File: src/rtl/seg_scan_driver.sv
// Four-digit common-anode 7-segment scan driver: per-frame snapshot, per-slot blanking.
// Optional SEG_SCAN_DIM_EN adds a dimLevel input that shortens the lit window.
module seg_scan_driver #(
  parameter int unsigned SCAN_DIV  = 100000,
  parameter int unsigned BLANK_CYC = 5000
) (
  input  logic       Clk100M,
  input  logic       reset,
  input  logic [7:0] seg0,
  input  logic [7:0] seg1,
  input  logic [7:0] seg2,
  input  logic [7:0] seg3,
`ifdef SEG_SCAN_DIM_EN
  input  logic [1:0] dimLevel,
`endif
  output logic [7:0] cathode,
  output logic [3:0] anode,
  output logic       frameStart
);

  localparam int unsigned CNT_W = (SCAN_DIV > 1) ? $clog2(SCAN_DIV) : 1;
  localparam int unsigned VIS_W = SCAN_DIV - BLANK_CYC;

  logic [CNT_W-1:0] cnt;
  logic [1:0]       dig;
  logic [7:0]       shadow [4];
  logic             isFrameStart_c;
  logic             litNow_c;
`ifdef SEG_SCAN_DIM_EN
  logic [1:0]       dimSh;
`endif

  // Frame-start detect and lit-window decode from the current scan position.
  always_comb begin
    isFrameStart_c = (cnt == '0) && (dig == 2'd0);
    litNow_c       = (32'(cnt) >= BLANK_CYC);
`ifdef SEG_SCAN_DIM_EN
    if (32'(cnt) >= BLANK_CYC + ((VIS_W * (32'(dimSh) + 32'd1)) >> 2))
      litNow_c = 1'b0;
`endif
  end

  always_ff @(posedge Clk100M) begin
    if (reset) begin
      cnt        <= '0;
      dig        <= 2'd0;
      for (int i = 0; i < 4; i++) shadow[i] <= 8'hFF;
      anode      <= 4'b1111;
      cathode    <= 8'hFF;
      frameStart <= 1'b0;
`ifdef SEG_SCAN_DIM_EN
      dimSh      <= 2'd3;
`endif
    end else begin
      if (cnt == CNT_W'(SCAN_DIV - 1)) begin
        cnt <= '0;
        dig <= dig + 2'd1;
      end else begin
        cnt <= cnt + CNT_W'(1);
      end

      frameStart <= isFrameStart_c;

      // Inputs are only captured here so a digit never changes mid-frame.
      if (isFrameStart_c) begin
        shadow[0] <= seg0;
        shadow[1] <= seg1;
        shadow[2] <= seg2;
        shadow[3] <= seg3;
`ifdef SEG_SCAN_DIM_EN
        dimSh     <= dimLevel;
`endif
      end

      // Blank slot head separates consecutive anodes, preventing ghosting.
      if (litNow_c) begin
        anode   <= ~(4'b0001 << dig);
        cathode <= shadow[dig];
      end else begin
        anode   <= 4'b1111;
        cathode <= 8'hFF;
      end
    end
  end

endmodule

File: config.mk
export PLATFORM = sky130hd
export DESIGN_NAME = seg_scan_driver
export DESIGN_NICKNAME = d
export VERILOG_FILES = /design/src/rtl/seg_scan_driver.sv
export SDC_FILE = /design/constraint.sdc
export NUM_CORES = 1
export LEC_CHECK = 0
export CAP_MARGIN = 5
export CORE_ASPECT_RATIO = 2
export CORE_MARGIN = 4
export CORE_UTILIZATION = 26
export CTS_CLUSTER_DIAMETER = 40
export CTS_CLUSTER_SIZE = 40
export DETAILED_ROUTE_END_ITERATION = 10
export PLACE_DENSITY = 0.49
export RECOVER_POWER = 25
export SLEW_MARGIN = 25
export SYNTH_ARGS = -nofsm -noshare
export SYNTH_HDL_FRONTEND = slang
export SYNTH_SLANG_ARGS = --single-unit
File: constraint.sdc
create_clock -name Clk100M -period 2.8 [get_ports Clk100M]
set_input_delay 0.56 -clock Clk100M [delete_from_list [all_inputs] [get_ports Clk100M]]
set_output_delay 0.56 -clock Clk100M [all_outputs]
set_load 0.02 [all_outputs]
==> reports/summary.txt, run 1 <==
CTS tree - yes
Post-CTS Resized - 0
first-pass GRT wire length - 9356 um
Final #Nets - 318
root buffer cell - clkbuf_16
clock power share - 0.462
Peak supply drop - 0.3625 mV
total wire length - 5817 um
LEAKAGE - 1.136 nW
post-synth top area cell - edfxtp_1
Cell Area, Placed - 0.003354 mm2
min-delay src - cnt[0]$_SDFF_PP0_
Syn Area/Cell - 12.15 um2
Std-Cell Rows - 52
Flop pwr share - 0.474
Syn Inst Count - 225
setup_tns - 0 ns
Tmin final - 2.178 ns
met2 usage - 0.1887
Core Footprint - 0.01021 mm2
Max Root-Sink Buffers - 2
CP max stage delay - 0.58 ns
synthesized flop and latch total - 64
GRT Total Usage - 0.1027
initial core utilization - 0.2676
htree depth - 3
max-slew violation count - 0
n_diodes - 0
GRT busiest layer - met2
number of library cell types mapped by synthesis - 32
drt drc - 0
Pre-antenna DRT Iters - 4
sink of the worst hold path - cnt[0]$_SDFF_PP0_
element type at the critical path end - register
Net Switching - 0.0004962 W
CP required - 3.00 ns
Storage cell area - 0.001602 mm2
WHS Path Cells - 1
M1 GR Usage - 0.09895
antenna-violating nets left - 0
initial DRC count - 101
worst hold path type - register to register
DP Worst Slack - 0.5724 ns
vias in the first global route - 1,939
met3 usage - 0.02591
fin worst setup slack - 0.6217 ns
post-synthesis net count - 265
Worst Reg-to-Reg Cells - 4
via-per-instance ratio - 4.304
reg2reg start - cnt[6]$_SDFF_PP0_
io pins - 47
crit share post-route - 0.7780
Slew headroom - 0.6181
synthesized cell area - 0.002734 mm2
DR vias - 1,799
Worst Path Arrival - 2.38 ns
Clk Latency, worst-skew pair - 0.33 ns
Final HPWL DP - 4307 um
Routed WL per cell - 13.92 um
die area - 0.01232 mm2
CTS hold repair buffers - 0
GR Overflow Total - 0
post-route cell area - 0.003623 mm2
# Post-CTS Setup Buffers - 0
share of post-route cells with drive strength above 1 - 0.1201
Seq/Total Area, Yosys - 0.5858
reg-to-reg endpoint - cnt[14]$_SDFF_PP0_
largest net degree at the start of global routing - 33
final setup fails - 0
area grow syn2layout - 32.54%
Port Buf Inserts - 46
worst-case clock skew - 0.003736 ns
run status - finished clean
crit path launch type - register
initial antenna violation count - 0
pin slew with the least headroom to its limit - 0.5728 ns
switching share of power - 0.2250
Fill cells - 1,046
critical path, cell by cell - or4_1 -> or4_4 -> o21ai_4 -> nor2_1
total clock buffers created by CTS - 9
multi-input logic area - 0.001041 mm2
gpl congestion - 0.8187
fmax - 459.1 MHz
clk sinks - 64
synthesis warning total - 0
R2R Setup Slk - 0.62 ns
kind of critical path - register to register
final hold violation count - 0
RSZ-0062 raised after global routing - no
Max Cap Viol - 0
area fraction of the dominant cell type after synthesis - 0.3515
Logic pwr share - 0.065
Worst Path Max Fanout - 17
chip height - 153.0 um
internal power - 0.001709 W
crit path max-delay cell type - or4_1
Tot Pwr - 0.002205 W
Largest delay share family, worst path - simple AND/OR/NAND/NOR gates
synth top area cells - edfxtp_1, dfxtp_1, nand2b_1
CP Buf/Inv Count - 0
die width - 80.51 um
PD cells - 608.6 mW/mm2
clock-pin slew on the worst setup and hold paths - 0.06 ns
-- final cells by class --
cell class	count	area share
clock buffer	9	0.06215
timing repair buffer	53	0.1416
inverter	7	0.007251
sequential	64	0.4420
multi-input combinational	143	0.2873
clock inverter	7	0.01312
tap	135	0.04662
-- placed cells by master (no fill, tap or decap), types with 8 or more instances in the layout --
cell type and instances:
nor2_1 19, clkbuf_16 9, dfxtp_1 32, nand4_1 9
edfxtp_1 32, dlygate4sd3_1 14, clkdlybuf4s50_1 32, nand2b_1 38
mux4_2 8, nand2_1 12
-- logic make-up after synthesis --
logic type	Yosys count	synth area share
AND/OR/NAND/NOR	105	0.2197
multiplexers	8	0.06590
buffers and inverters	18	0.03204
AO/OA/AOI/OAI	11	0.02746
flip-flops	64	0.5858
XOR/XNOR	13	0.04165
adder cells (fa/ha/maj)	6	0.02746
-- layer usage --
layer / vias to the layer above / wire length (um)
met2: 36 / 3342
li1: 903 / -
met1: 848 / 2115
met5: - / 0
met3: 12 / 200
met4: 0 / 159
-- worst max-delay path by stage --
stage | start | endpoint | slack (ns) | cells past startpoint
floorplan | dig[0]$_SDFFE_PP0N_ | shadow[0][0]$_SDFFCE_PN1P_ | 0.34 | 6
global placement | reset | shadow[0][2]$_SDFFCE_PN1P_ | 0.61 | 6
detailed placement | reset | shadow[0][7]$_SDFFCE_PN1P_ | 0.57 | 6
CTS | dig[0]$_SDFFE_PP0N_ | shadow[0][7]$_SDFFCE_PN1P_ | 0.59 | 8
global route | dig[0]$_SDFFE_PP0N_ | shadow[2][1]$_SDFFCE_PN1P_ | 0.45 | 8
finish | cnt[6]$_SDFF_PP0_ | cnt[14]$_SDFF_PP0_ | 0.62 | 4
-- sequential cells by signal, summed over array words and instances, names as in the netlist --
signal	cells
frameStart	1
anode	4
shadow	32
dig	2
cnt	17
cathode	8
-- per-stage QoR --
| step | std cells | hold WS, ns | utilization |
|---|---|---|---|
| 5_1_grt | 418 | 0.5277 | 0.3547 |
| 3_5_place_dp | 402 | 0.4980 | 0.3284 |
| 3_3_place_gp | 402 | 0.4898 | 0.3284 |
| 6_report | 418 | 0.5085 | 0.3547 |
| 4_1_cts | 418 | 0.5089 | 0.3551 |
| 2_1_floorplan | 225 | 0.4527 | - |
-- cell usage after synthesis --
library cell / n
a21oi_1: 4
a31o_2: 1
and3_1: 1
and3_2: 1
and4_1: 1
and4b_1: 1
buf_4: 1
buf_6: 2
clkbuf_1: 7
clkbuf_2: 1
dfxtp_1: 32
edfxtp_1: 32
ha_1: 6
inv_1: 7
mux4_2: 8
nand2_1: 12
nand2b_1: 38
nand3_1: 7
nand4_1: 9
nor2_1: 19
nor3_1: 1
nor4_1: 7
nor4bb_1: 1
o21ai_0: 3
o21ai_4: 1
o31ai_1: 2
or2b_1: 2
or4_1: 2
or4_4: 2
or4bb_1: 1
xnor2_1: 6
xor2_1: 7
-- worst reg2reg max path, delay by kind of cell, from the launching register on --
family,cells,cell delay [ns]
and+or+nand+nor,3,1.25
DFF,1,0.37
AOI/OAI and AO/OA,1,0.42
-- power by group through the flow --
stage	clock (W)	combinational, W	sequential (W)
2_1_floorplan	0	0.0000753	0.00106
3_3_place_gp	0	0.000145	0.00106
3_5_place_dp	0	0.000148	0.00107
4_1_cts	0.00105	0.000148	0.00104
5_1_grt	0.00109	0.000159	0.00105
6_report	0.00102	0.000143	0.00104
No activity file was read; power rests on OpenSTA's default activity.
==> run 2, diff against run 1 <==
==> constraint.sdc (replaced) <==
create_clock -name Clk100M -period 2.2 [get_ports Clk100M]
set_input_delay 0.44 -clock Clk100M [delete_from_list [all_inputs] [get_ports Clk100M]]
set_output_delay 0.44 -clock Clk100M [all_outputs]
set_load 0.02 [all_outputs]
==> run 2 against run 1 <==
Die area unchanged. Global-route usage grew 0.52 points. Flip-flop and latch count unchanged. Non-clock buffer count increased by 12. Utilization grew 1.2 points. Register-to-register slack got worse by 0.42 ns. Worst setup slack worse by 0.42 ns. First-iteration DRC count shrank 21%. Critical path type unchanged. Largest cell class unchanged. Largest power group unchanged.
==> reports/summary.txt, run 2 (synthesized netlist as in run 1, its figures left out) <==
Peak supply drop - 0.3846 mV
gpl congestion - 0.8569
worst hold path type - register to register
Port Buf Inserts - 46
Final HPWL DP - 4491 um
crit path launch type - register
GR Overflow Total - 0
Worst Path Max Fanout - 32
element type at the critical path end - register
clk sinks - 64
largest net degree at the start of global routing - 33
Std-Cell Rows - 52
die area - 0.01232 mm2
Max Cap Viol - 0
# Post-CTS Setup Buffers - 0
total wire length - 5920 um
Final #Nets - 330
total clock buffers created by CTS - 9
Core Footprint - 0.01021 mm2
worst-case clock skew - 0.006321 ns
crit share post-route - 0.9063
first-pass GRT wire length - 9873 um
pin slew with the least headroom to its limit - 0.5355 ns
top flop regs - shadow x32, cnt x17, cathode x8
root buffer cell - clkbuf_16
antenna-violating nets left - 0
fin worst setup slack - 0.2062 ns
final setup fails - 0
io pins - 47
CTS tree - yes
commonest non-fill, non-tap cells in the layout - nand2b_1, clkdlybuf4s50_1, dfxtp_1, edfxtp_1, nor2_1
share of post-route cells with drive strength above 1 - 0.1559
Max Root-Sink Buffers - 2
initial core utilization - 0.2676
fmax - 501.5 MHz
LEAKAGE - 1.204 nW
RSZ-0062 raised after global routing - no
clock-pin slew on the worst setup and hold paths - 0.05 ns
area grow syn2layout - 37.03%
CTS hold repair buffers - 0
DP Worst Slack - 0.1729 ns
PD cells - 750.1 mW/mm2
initial DRC count - 80
via-per-instance ratio - 4.381
Worst Path Arrival - 1.97 ns
n_diodes - 0
Cell Area, Placed - 0.003491 mm2
Post-CTS Resized - 0
Slew headroom - 0.6397
run status - finished clean
kind of critical path - register to register
Tmin final - 1.994 ns
Clk Latency, worst-skew pair - 0.32 ns
htree depth - 3
post-route cell area - 0.003746 mm2
Pre-antenna DRT Iters - 4
max-slew violation count - 0
Most flops, register - shadow
vias in the first global route - 2,021
Core Util, Final - 0.3667
Routed WL per cell - 13.77 um
drt drc - 0
final hold violation count - 0
GRT Total Usage - 0.1079
setup_tns - 0 ns
DR vias - 1,884
initial antenna violation count - 0
die width - 80.51 um
WHS - 0.5013 ns
chip height - 153.0 um
commonest non-fill, non-tap cell in the layout - nand2b_1
Fill cells - 1,017
max reg flops - 32
CP required - 2.18 ns
run 2: final timing paths:
kind,slack [ns],to,from,cells after the start
min,0.50,cnt[16]$_SDFF_PP0_,cnt[16]$_SDFF_PP0_,2
max,0.21,shadow[1][7]$_SDFFCE_PN1P_,cnt[6]$_SDFF_PP0_,5
min reg2reg,0.50,cnt[16]$_SDFF_PP0_,cnt[16]$_SDFF_PP0_,2
max reg2reg,0.21,shadow[1][7]$_SDFFCE_PN1P_,cnt[6]$_SDFF_PP0_,5
run 2: where the power goes:
group | total [W] | leakage [nW] | internal, W | switching [W]
Combinational | 0.000210 | 0.549 | 0.000122 | 0.0000875
Sequential | 0.00133 | 0.526 | 0.00131 | 0.0000143
Clock | 0.00127 | 0.130 | 0.000789 | 0.000483
Total | 0.00281 | 1.20 | 0.00222 | 0.000585
run 2: worst max-delay path: stages (launching register included):
cell     delay [ns]
dfxtp_1        0.37
or4_4          0.55
nor2_1         0.13
nand4_1        0.12
nand2_2        0.10
buf_4          0.36
run 2: per-stage QoR:
stage          cells  total power, W
2_1_floorplan    225        0.001450
3_3_place_gp     414        0.001569
3_5_place_dp     414        0.001575
4_1_cts          430        0.002857
5_1_grt          430        0.002923
6_report         430        0.002810
run 2: area by class of cell:
class | count | area (um2) | area share
Tap cell | 135 | 168.9 | 0.04509
Inverter | 7 | 26.28 | 0.007014
Timing Repair Buffer | 65 | 628.1 | 0.1677
Clock inverter | 3 | 17.52 | 0.004676
Sequential cell | 64 | 1602 | 0.4275
Clock buffer | 13 | 250.2 | 0.06680
Multi-Input combinational cell | 143 | 1054 | 0.2812
run 2: metal layers:
layer  up-vias  wire length [um]  global-route usage
met3        10               266             0.02709
li1        930                 -                   -
met5         -                 0                   0
met2        39              3476              0.1990
met4         0               189             0.06205
met1       905              1987              0.1037
==> run 3, diff against run 2 <==
--- a/config.mk
+++ b/config.mk
@@ -6,13 +6,15 @@
 export NUM_CORES = 1
 export LEC_CHECK = 0
 export CAP_MARGIN = 5
+export CELL_PAD_IN_SITES_DETAIL_PLACEMENT = 0
+export CELL_PAD_IN_SITES_GLOBAL_PLACEMENT = 2
 export CORE_ASPECT_RATIO = 2
 export CORE_MARGIN = 4
 export CORE_UTILIZATION = 26
 export CTS_CLUSTER_DIAMETER = 40
 export CTS_CLUSTER_SIZE = 40
 export DETAILED_ROUTE_END_ITERATION = 10
-export PLACE_DENSITY = 0.49
+export PLACE_DENSITY = 0.68
 export RECOVER_POWER = 25
 export SLEW_MARGIN = 25
 export SYNTH_ARGS = -nofsm -noshare
==> constraint.sdc (replaced) <==
create_clock -name Clk100M -period 1.6 [get_ports Clk100M]
set_input_delay 0.32 -clock Clk100M [delete_from_list [all_inputs] [get_ports Clk100M]]
set_output_delay 0.32 -clock Clk100M [all_outputs]
set_load 0.02 [all_outputs]
==> run 3 against run 2 <==
The run now ends with negative setup slack left. Flip-flop and latch count stayed put. Clock skew is 0.0021 ns higher. Critical path depth stayed put. Register-to-register slack worse by 0.54 ns. Clock power is 54% higher. Sequential share of layout area is 5.9 points lower. Sequential power is 37% higher. Power is 52% higher. Hold slack better by 0.11 ns. First-iteration DRC count is 24% lower. Final cell count is 7.7% higher.
==> reports/summary.txt, run 3 (synthesized netlist as in run 1, its figures left out) <==
Worst Reg-to-Reg Cells - 5
die area - 0.01232 mm2
antenna-violating nets left - 0
Std-Cell Rows - 52
clock power share - 0.457
vias in the first global route - 2,194
reg-to-reg endpoint - cnt[8]$_SDFF_PP0_
final hold violation count - 0
Worst setup endpoint - cnt[8]$_SDFF_PP0_
gpl congestion - 0.7874
clock-pin slew on the worst setup and hold paths - 0.05 ns
chip height - 153.0 um
CTS hold repair buffers - 0
Final HPWL DP - 4933 um
crit path max-delay cell type - or4_4
root buffer cell - clkbuf_16
RSZ-0062 raised after global routing - yes
run status - finished, violations left
io pins - 47
WP depth - 5
setup_tns - -18.30 ns
share of post-route cells with drive strength above 1 - 0.3811
pin slew with the least headroom to its limit - 0.3722 ns
first-pass GRT wire length - 10,560 um
Port Buf Inserts - 46
Net Switching - 0.0009125 W
fmax - 518.1 MHz
max reg flops - 32
WHS Path Cells - 3
die width - 80.51 um
element type at the critical path end - register
Final #Nets - 363
CP max stage delay - 0.56 ns
R2R Setup Slk - -0.33 ns
n_diodes - 0
Flop pwr share - 0.427
initial core utilization - 0.2676
crit path launch type - register
total wire length - 6753 um
htree depth - 3
clk sinks - 64
fin worst setup slack - -0.3302 ns
Tmin final - 1.930 ns
total clock buffers created by CTS - 9
worst-case clock skew - 0.008403 ns
via-per-instance ratio - 4.462
Routed WL per cell - 14.59 um
CP Buf/Inv Count - 1
Max Cap Viol - 0
Clk Latency, worst-skew pair - 0.33 ns
PD cells - 974.4 mW/mm2
CP required - 1.81 ns
area grow syn2layout - 60.32%
initial antenna violation count - 0
final setup fails - 83
Worst Path Arrival - 2.14 ns
failing checks - negative setup slack
worst hold path type - register to register
CTS tree - yes
LEAKAGE - 1.574 nW
post-route cell area - 0.004383 mm2
Largest delay share family, worst path - simple AND/OR/NAND/NOR gates
critical path, cell by cell - or4bb_4 -> or4_4 -> o21ai_4 -> buf_6 -> nor2_2
Max Root-Sink Buffers - 2
DR vias - 2,066
Pre-antenna DRT Iters - 4
max-slew violation count - 0
Slew headroom - 0.7515
internal power - 0.003358 W
Core Footprint - 0.01021 mm2
initial DRC count - 61
crit share post-route - 1.206
Most flops, register - shadow
Crit. Startpoint - cnt[13]$_SDFF_PP0_
kind of critical path - register to register
Peak supply drop - 0.6118 mV
Cell Area, Placed - 0.003730 mm2
switching share of power - 0.2137
largest net degree at the start of global routing - 12
GRT Total Usage - 0.1173
top flop regs - shadow x32, cnt x17, cathode x8
commonest non-fill, non-tap cells in the layout - clkdlybuf4s50_1, buf_4, edfxtp_1
Logic pwr share - 0.116
Worst Path Max Fanout - 6
Fill cells - 967
commonest non-fill, non-tap cell in the layout - clkdlybuf4s50_1
reg2reg start - cnt[13]$_SDFF_PP0_
drt drc - 0
GR Overflow Total - 0
-- run 3: repair_timing --
item	CTS	global route
cloned	3	0
setup buffers	6	3
resized for setup	23	32
pin swaps	7	10
setup endpoints to repair	86	95
-- run 3: worst min path at each step --
stage / from / slack [ns] / to
3_3_place_gp: cnt[0]$_SDFF_PP0_ / 0.53 / cnt[0]$_SDFF_PP0_
2_1_floorplan: reset / 0.38 / dig[0]$_SDFFE_PP0N_
6_report: dig[1]$_SDFFE_PP0N_ / 0.62 / anode[0]$_SDFF_PP1_
5_1_grt: seg3[1] / 0.62 / shadow[3][1]$_SDFFCE_PN1P_
4_1_cts: cnt[0]$_SDFF_PP0_ / 0.57 / cnt[0]$_SDFF_PP0_
3_5_place_dp: cnt[0]$_SDFF_PP0_ / 0.56 / cnt[0]$_SDFF_PP0_
-- run 3: per-layer routing --
layer / global-route usage / wire length, um / up-vias
met5: 0 / 0 / -
met4: 0.08219 / 390 / 0
met3: 0.02650 / 311 / 22
met2: 0.2247 / 3953 / 65
met1: 0.09981 / 2098 / 978
li1: - / - / 1001
-- run 3: layout make-up --
type	count	area [um2]	area share
multi-input combinational	143	1282	0.2926
clock inverter	5	56.30	0.01285
tap	135	168.9	0.03854
inverter	7	36.28	0.008279
clock buffer	11	242.7	0.05538
timing repair buffer	98	982.2	0.2241
sequential	64	1614	0.3683
-- run 3: stage by stage --
stage | worst slack (ns) | total power [W] | hold slack (ns) | instances | util
after floorplan | -0.3164 | 0.002016 | 0.3817 | 225 | -
after global placement | -0.3107 | 0.002190 | 0.5334 | 438 | 0.3651
after detailed placement | -0.3406 | 0.002199 | 0.5570 | 438 | 0.3651
after CTS | -0.3320 | 0.004257 | 0.5667 | 462 | 0.4183
after global routing | -0.3962 | 0.004409 | 0.6238 | 463 | 0.4291
final | -0.3302 | 0.004271 | 0.6162 | 463 | 0.4291
-- run 3: worst register-to-register path, stage by stage (launching register included) --
cell and delay, ns:
dfxtp_2 0.32, or4bb_4 0.54, or4_4 0.56, o21ai_4 0.18, buf_6 0.17, nor2_2 0.04
-- run 3: power groups by stage --
stage	clock [W]	sequential [W]	combinational, W
after floorplan	0	0.00186	0.000158
after global placement	0	0.00185	0.000335
after detailed placement	0	0.00186	0.000340
after CTS	0.00197	0.00182	0.000461
after global routing	0.00205	0.00183	0.000527
final	0.00195	0.00182	0.000495
